<file path="config.mk">
export PLATFORM = sky130hd
export DESIGN_NAME = mem_access_ctrl
export DESIGN_NICKNAME = d
export VERILOG_FILES = /design/src/rtl/mem_access_ctrl_pkg.sv /design/src/rtl/mem_lane_align.sv /design/src/rtl/mem_access_ctrl.sv
export SDC_FILE = /design/constraint.sdc
export NUM_CORES = 1
export LEC_CHECK = 0
export CAP_MARGIN = 20
export CORE_AREA = 2 2 235 237
export CTS_BUF_LIST = sky130_fd_sc_hd__clkbuf_8
export DETAILED_ROUTE_END_ITERATION = 12
export DIE_AREA = 0 0 237 239
export PLACE_DENSITY = 0.54
export SLEW_MARGIN = 40
export SYNTH_ARGS = -nofsm -noshare
export SYNTH_HDL_FRONTEND = slang
export SYNTH_SLANG_ARGS = --single-unit
</file>
<file path="constraint.sdc">
create_clock -name clk -period 3.45 [get_ports clk]
set_clock_uncertainty 0.15 [all_clocks]
set_input_delay 0.345 -clock clk [delete_from_list [all_inputs] [get_ports clk]]
set_output_delay 0.345 -clock clk [all_outputs]
set_load 0.03 [all_outputs]
</file>
<file path="src/rtl/mem_access_ctrl_pkg.sv">
// mem_access_ctrl_pkg: shared encodings, FSM states and the alignment helper for the memory-stage controller
package mem_access_ctrl_pkg;
    localparam int DATA_BUS = 64;
    localparam int DATA_ADDR_BUS = 64;
    localparam logic REQ_READ = 1'b0;
    localparam logic REQ_WRITE = 1'b1;
    localparam logic [1:0] SIZE_B = 2'b00;
    localparam logic [1:0] SIZE_H = 2'b01;
    localparam logic [1:0] SIZE_W = 2'b10;
    localparam logic [1:0] SIZE_D = 2'b11;
    localparam logic [63:0] CLINT_BASE_DEF = 64'h0000_0000_0200_0000;
    localparam logic [63:0] CLINT_SIZE_DEF = 64'h0000_0000_0001_0000;

    typedef enum logic [1:0] {IDLE, CLINT, DBUS, DONE} state_t;

    function automatic logic misaligned(input logic [2:0] off, input logic [1:0] size);
        return size == SIZE_H ? off[0] : size == SIZE_W ? |off[1:0] : size == SIZE_D ? |off : 1'b0;
    endfunction
endpackage

</file>
<file path="src/rtl/mem_lane_align.sv">
// mem_lane_align: store lane shift and strobes, load extraction and sign/zero extension
module mem_lane_align
    import mem_access_ctrl_pkg::*;
(
    input  logic [2:0]          off,
    input  logic [1:0]          size,
    input  logic                uns,
    input  logic [DATA_BUS-1:0] wdata,
    input  logic [DATA_BUS-1:0] rdata,
    output logic [DATA_BUS-1:0] wdata_sh,
    output logic [7:0]          wstrb,
    output logic [DATA_BUS-1:0] rdata_ext
);
    logic [5:0]          sh;
    logic [7:0]          base;
    logic [DATA_BUS-1:0] r;

    always_comb begin
        sh = {off, 3'b000};
        base = size == SIZE_B ? 8'h01 : size == SIZE_H ? 8'h03 : size == SIZE_W ? 8'h0F : 8'hFF;
        wstrb = base << off;
        wdata_sh = wdata << sh;
        r = rdata >> sh;
        rdata_ext = size == SIZE_B ? {{56{~uns & r[7]}}, r[7:0]} :
                    size == SIZE_H ? {{48{~uns & r[15]}}, r[15:0]} :
                    size == SIZE_W ? {{32{~uns & r[31]}}, r[31:0]} : r;
    end
endmodule

</file>
<file path="src/rtl/mem_access_ctrl.sv">
// mem_access_ctrl: MEM-stage load/store controller routing accesses to the CLINT port or the data bus
module mem_access_ctrl
    import mem_access_ctrl_pkg::*;
#(
    parameter logic [63:0] CLINT_BASE = CLINT_BASE_DEF,
    parameter logic [63:0] CLINT_SIZE = CLINT_SIZE_DEF
) (
    input  logic                     clk,
    input  logic                     rst,
    input  logic                     mem_valid_i,
    input  logic                     mem_req_i,
    input  logic [DATA_ADDR_BUS-1:0] mem_addr_i,
    input  logic [1:0]               mem_size_i,
    input  logic                     mem_unsigned_i,
    input  logic [DATA_BUS-1:0]      mem_wdata_i,
    output logic                     mem_stall_o,
    output logic                     mem_done_o,
    output logic [DATA_BUS-1:0]      mem_rdata_o,
    output logic                     mem_err_o,
    output logic                     clint_valid_o,
    output logic                     clint_req_o,
    output logic [DATA_ADDR_BUS-1:0] clint_addr_o,
    output logic [1:0]               clint_size_o,
    output logic [DATA_BUS-1:0]      clint_data_write_o,
    input  logic                     clint_ready_i,
    input  logic [DATA_BUS-1:0]      clint_data_read_i,
    input  logic [1:0]               clint_resp_i,
    output logic                     dbus_valid_o,
    output logic                     dbus_req_o,
    output logic [DATA_ADDR_BUS-1:0] dbus_addr_o,
    output logic [1:0]               dbus_size_o,
    output logic [DATA_BUS-1:0]      dbus_wdata_o,
    output logic [7:0]               dbus_wstrb_o,
    input  logic                     dbus_ready_i,
    input  logic [DATA_BUS-1:0]      dbus_rdata_i,
    input  logic [1:0]               dbus_resp_i
);
    state_t                   state, next;
    logic                     req_q, uns_q, err_q;
    logic [DATA_ADDR_BUS-1:0] addr_q;
    logic [1:0]               size_q;
    logic [DATA_BUS-1:0]      wdata_q, rdata_q, rdata_ext;
    logic                     hit, bad;

    mem_lane_align u_align (
        .off      (addr_q[2:0]),
        .size     (size_q),
        .uns      (uns_q),
        .wdata    (wdata_q),
        .rdata    (rdata_q),
        .wdata_sh (dbus_wdata_o),
        .wstrb    (dbus_wstrb_o),
        .rdata_ext(rdata_ext)
    );

    // CLINT registers are 64-bit only, so any narrower access in the window is rejected up front
    assign hit = mem_addr_i >= CLINT_BASE && mem_addr_i < CLINT_BASE + CLINT_SIZE;
    assign bad = misaligned(mem_addr_i[2:0], mem_size_i) || (hit && mem_size_i != SIZE_D);

    always_ff @(posedge clk) begin
        if (rst) state <= IDLE;
        else state <= next;
    end

    always_comb begin
        next = state;
        case (state)
            IDLE:  if (mem_valid_i) next = bad ? DONE : hit ? CLINT : DBUS;
            CLINT: if (clint_ready_i) next = DONE;
            DBUS:  if (dbus_ready_i) next = DONE;
            default: next = IDLE;
        endcase
    end

    always_ff @(posedge clk) begin
        if (rst) begin
            req_q <= 1'b0;
            addr_q <= '0;
            size_q <= '0;
            uns_q <= 1'b0;
            wdata_q <= '0;
            rdata_q <= '0;
            err_q <= 1'b0;
        end else begin
            if (state == IDLE && mem_valid_i) begin
                req_q <= mem_req_i;
                addr_q <= mem_addr_i;
                size_q <= mem_size_i;
                uns_q <= mem_unsigned_i;
                wdata_q <= mem_wdata_i;
                err_q <= bad;
            end
            if (state == CLINT && clint_ready_i) begin
                rdata_q <= clint_data_read_i;
                err_q <= |clint_resp_i;
            end
            if (state == DBUS && dbus_ready_i) begin
                rdata_q <= dbus_rdata_i;
                err_q <= |dbus_resp_i;
            end
        end
    end

    assign mem_stall_o = mem_valid_i && state != DONE;
    assign mem_done_o = state == DONE;
    assign mem_err_o = mem_done_o && err_q;
    assign mem_rdata_o = mem_done_o && !err_q && req_q == REQ_READ ? rdata_ext : '0;
    assign clint_valid_o = state == CLINT;
    assign clint_req_o = req_q;
    assign clint_addr_o = addr_q;
    assign clint_size_o = size_q;
    assign clint_data_write_o = wdata_q;
    assign dbus_valid_o = state == DBUS;
    assign dbus_req_o = req_q;
    assign dbus_addr_o = addr_q;
    assign dbus_size_o = size_q;
endmodule

</file>
Word-level counts from Yosys, hierarchy flattened
Index checks and enable logic that the tools add are counted.
{"block": "op_classes", "n_mul": 0, "n_bitwise": 5, "n_lt_le_gt_ge": 2, "reduce_logical": 20, "eq_ne": 13, "shift": 3, "mux": 21, "n_addsub": 0, "n_div": 0}
{"op": "$mux W64", "n": 6}
{"op": "$ge A64 B26 Y1 const B", "n": 1}
{"op": "$lt A64 B26 Y1 const B", "n": 1}
{"op": "$shl A64 B6 Y64", "n": 1}
{"op": "$shr A64 B6 Y64", "n": 1}
{"op": "$mux W8", "n": 3}
{"op": "$eq A2 B2 Y1 const B", "n": 5}
{"op": "$mux W2", "n": 5}
{"op": "$logic_and A1 B1 Y1", "n": 9}
{"op": "$shl A8 B3 Y8", "n": 1}
{"op": "$eq A2 B1 Y1 const B", "n": 3}
{"op": "$mux W1", "n": 6}
{"op": "$ne A2 B2 Y1 const B", "n": 3}
{"op": "$pmux W2 S3", "n": 1}
{"op": "$reduce_or A2 Y1", "n": 3}
{"op": "$logic_not A2 Y1", "n": 2}
{"op": "$ne A2 B1 Y1 const B", "n": 2}
{"op": "$and A1 B1 Y1", "n": 3}
{"op": "$reduce_and A3 Y1", "n": 1}
{"op": "$reduce_bool A3 Y1", "n": 1}
{"op": "$reduce_or A3 Y1", "n": 1}
{"op": "$not A1 Y1", "n": 2}
{"op": "$reduce_bool A2 Y1", "n": 1}
{"op": "$logic_not A1 Y1", "n": 1}
{"op": "$logic_or A1 B1 Y1", "n": 1}
{"block": "totals", "output_inout_bits": 339, "mem_bits_rw": 0, "reg_bits": 199, "inputBits": 269, "latch_bits": 0, "mem_bits_ro": 0, "mem_count": 0}

Depth between registers and ports, before layout
{"block": "logic_depth", "word_depth": 8, "mapped_depth": 9}

Modules after synthesis
A second synthesis with hierarchy kept.
{"block": "hier_totals", "hier_cells": 1710, "hier_area_um2": 12628.4}
{"module": "mem_access_ctrl", "cells_per_inst": 1131, "n_inst": 1, "area_each_um2": 8654.6}
{"module": "mem_lane_align", "cells_per_inst": 579, "n_inst": 1, "area_each_um2": 3973.8}

Worst setup path before layout
Ideal clock, no wire load.
{"block": "synth_timing", "path_type": "register -> output", "from": "register state[0]", "to": "output port mem_rdata_o[45]", "t_arrival_ps": 2682, "stages_incl_launch_ff": 8, "slack_ps": 273, "cell_sequence": "dfxtp_1 ha_1 or3b_1 buf_2 or3_1 clkbuf_1 clkbuf_1 o21ai_0"}
{"block": "synth_between", "elab_chain_len": 4}
{"element": "start: declaration", "line": "mem_access_ctrl.sv:38", "source": "state_t state, next;"}
{"element": "start signal: assignment", "line": "mem_access_ctrl.sv:62", "source": "else state <= next;"}
{"element": "$eq A2 B2 Y1", "line": "mem_access_ctrl.sv:105", "source": "assign mem_done_o = state == DONE;"}
{"element": "via mem_done_o", "line": "mem_access_ctrl.sv:17", "source": "output logic mem_done_o,"}
{"element": "$logic_and A1 B1 Y1 (2 in a row)", "line": "mem_access_ctrl.sv:107", "source": "assign mem_rdata_o = mem_done_o && !err_q && req_q == REQ_READ ? rdata_ext : '0;"}
{"element": "$mux W64", "line": "mem_access_ctrl.sv:107"}
{"element": "end: declaration", "line": "mem_access_ctrl.sv:18", "source": "output logic [DATA_BUS-1:0] mem_rdata_o,"}
The timed path passes the listed nets, and every way through them passes these cells.

Worst setup path in the final report
{"block": "layout_timing", "from": "register state[0]", "to": "output port mem_rdata_o[39]"}
{"block": "layout_between", "elab_chain_len": 4}
{"element": "$eq A2 B2 Y1", "line": "mem_access_ctrl.sv:105"}
{"element": "$logic_and A1 B1 Y1 (2 in a row)", "line": "mem_access_ctrl.sv:107"}
{"element": "$mux W64", "line": "mem_access_ctrl.sv:107"}
Every way passes these cells.

==> results.py <==
metrics = {
    "setup_path": {
        "critPathMaxFanout": 16,
        "crit_path_end_kind": "output port",
        "cp.arrival_ns": 2.87,
        "path_cells": "ha_4, or3b_4, a211oi_4, a22oi_4, or3_4, buf_8, nor2_1, buf_4",
        "critPathMaxStageDelay_ns": 0.43,
        "cp_data_required_time_ns": 2.95,
        "r2r-start": "state[1]",
        "reg2reg_slack_ns": 1.09,
        "crit_slowest_cell": "or3b_4",
        "crit_type": "register to output port",
        "critPathBufInv": 2,
        "crit_start": "state[0]",
        "critical-path-top-delay-family": "simple AND/OR/NAND/NOR gates",
        "cp-start-kind": "register",
    },
    "route": {
        "drt_iter0_drc": 1421,
        "vias": 14938,
        "dr.pass1.iters": 6,
        "wl_per_cell_um": 23.5,
        "wl_um": 68600,
        "via_per_inst": 5.12,
        "drc_errors": 0,
        "ant_nets": 0,
    },
    "synthesis": {
        "yosys.area.top_type_share_pct": 32.0,
        "synth_edf_count": 0,
        "synth_top_area_cell": "dfxtp_1",
        "synth_cell_types": 53,
        "synthCells": 1728,
        "avgSynthCellArea_um2": 7.20,
        "ys_seq_area_share_pct": 32.0,
        "async_reset_ff_share_pct": 0,
        "ys_warn_count": 0,
        "syn_area_um2": 12400,
        "synthTopCellsByArea": "dfxtp_1 32%, nand2_1 12%, a21oi_1 9.9%",
        "ys_ff_latch": 199,
        "synth_fp_nets": 2001,
        "synthFlopType": "dfxtp_1",
    },
    "sta": {
        "max_freq_mhz": 298,
        "worst_pin_slew_ns": 0.821,
        "post-route-min-period_ns": 3.36,
        "slew_headroom_pct": 45.2,
        "rsz0062_at_grt": "no",
        "finalHoldViolCount": 0,
        "final_max_slew_viol_count": 0,
        "timing.setup.tns_ns": 0,
        "setup_viol": 0,
        "worst_hold_slack_ns": 0.0778,
        "min_period_over_period_pct": 97.4,
        "fin_ws_ns": 0.0897,
    },
    "floorplan": {
        "start_util_pct": 22.9,
        "die_area_um2": 56600,
        "die_h_um": 239,
        "die-width_um": 237,
        "core_area_um2": 54300,
        "rows": 86,
        "pin_count": 608,
    },
    "clock_tree": {
        "clockBufferDepth": 2,
        "clk_pin_slew_ns": 0.12,
        "cts_sinks": 199,
        "htree_levels": 4,
        "cts_buffers": 17,
        "clock-root-buffer": "clkbuf_8",
        "cts_tree": "yes",
        "clk_latency_ns": 0.57,
    },
    "place": {
        "place_hpwl_um": 52700,
        "routabilityCongestion": 0.896,
        "pre_cts_ws_ns": 0.254,
        "placed_area_um2": 19100,
        "port_buffers": 607,
    },
    "global_route": {
        "grt_first_pass_wirelength_um": 97500,
        "track_usage_pct": 23.3,
        "grt_overflow_total": 0,
        "antenna_found_initial": 18,
        "grt_max_degree": 94,
        "grt_pass1_vias": 14572,
    },
    "power_and_ir_drop": {
        "power.leakage_uw": 0.00720,
        "peakVddDrop_v": 0.000300,
        "powerDensity_nw_per_um2": 633,
    },
    "hold_path": {
        "hold_start": "rst",
        "hold_path_class": "input port to register",
    },
    "final_layout": {
        "nFillCells": 5673,
        "drive_gt1_share_pct": 12.5,
        "fin_area_um2": 19700,
        "area_delta_synth_final_pct": 58.6,
        "final_common_cell": "clkdlybuf4s50_1",
        "fin_util_pct": 36.3,
        "nets": 2460,
        "final_cell_mix": "478 x clkdlybuf4s50_1, 389 x nand2_1, 243 x a21oi_1",
    },
    "run_status": {
        "run_status": "complete, no violations",
    },
    "flow_run": {
        "drv_cap": 0,
    },
}
cells in the mapped netlist, types with 10 or more instances:
| master | number |
|---|---|
| buf_2 | 15 |
| a311oi_1 | 64 |
| dfxtp_1 | 199 |
| o22ai_1 | 17 |
| clkbuf_1 | 120 |
| and3_1 | 14 |
| o21ai_0 | 50 |
| nand2_1 | 392 |
| mux2_2 | 32 |
| buf_1 | 21 |
| a211o_1 | 11 |
| a21oi_1 | 245 |
| buf_4 | 68 |
| o211ai_1 | 13 |
| nor2b_1 | 24 |
| mux2i_1 | 88 |
| nor2_4 | 10 |
| a211oi_1 | 33 |
| nor2_1 | 145 |
| nand3_1 | 68 |
| nor4_1 | 12 |
| a31oi_1 | 17 |
layout make-up:
class | count | area (µm²) | area share (%)
clock buffer | 18 | 248 | 1.25
tap | 704 | 881 | 4.46
antenna | 11 | 27.5 | 0.139
sequential | 199 | 4000 | 20.3
multi-input combinational | 1293 | 7350 | 37.2
clock inverter | 14 | 178 | 0.900
inverter | 9 | 35.0 | 0.177
timing repair buffer | 667 | 7020 | 35.5
per-stage QoR:
stage / power (µW) / cells
CTS: 12500 / 2901
finish: 12500 / 2915
floorplan: 7550 / 1728
detailed placement: 10800 / 2868
global placement: 10700 / 2868
global route: 13200 / 2915
report_power, final:
part           internal [µW]  switching (µW)
Sequential              2820             736
Combinational           2850            4440
Clock                    577            1090
worst paths after layout:
kind                 endpoint  cells past startpoint
max reg2reg       rdata_q[31]                      6
min reg2reg       rdata_q[14]                      2
min          clint_addr_o[54]                      2
max           mem_rdata_o[39]                      8
state kept, by name, indices dropped and copies added, names as in the netlist:
register / flops
clint_addr_o: 64
clint_data_write_o: 64
rdata_q: 64
clint_size_o: 2
state: 2
clint_req_o: 1
err_q: 1
uns_q: 1
repair_timing:
item | 4_1_cts | 5_1_grt
gates resized for setup | 39 | 11
hold buffers | 0 | 0
pin swaps | 0 | 0
gates cloned | 0 | 1
endpoints found under the setup margin | 58 | 40
buffers inserted | 1 | 2
kinds of logic after synthesis:
kind of cell / share of synthesized area, %
buffers and inverters: 9.57
DFF: 32.0
and+or+nand+nor: 23.7
adders and majority gates: 0.402
muxes: 10.9
AOI/OAI and AO/OA: 23.5
metal layers:
metal  wire [µm]  up-vias  global-route usage, %
li1            -     6928                      -
met1       29200     7120                   29.6
met2       31800      791                   37.3
met3        5890       91                   6.74
met4        1670        8                   8.69
met5          52        -                      0
Power figures use the tool's default switching activity.
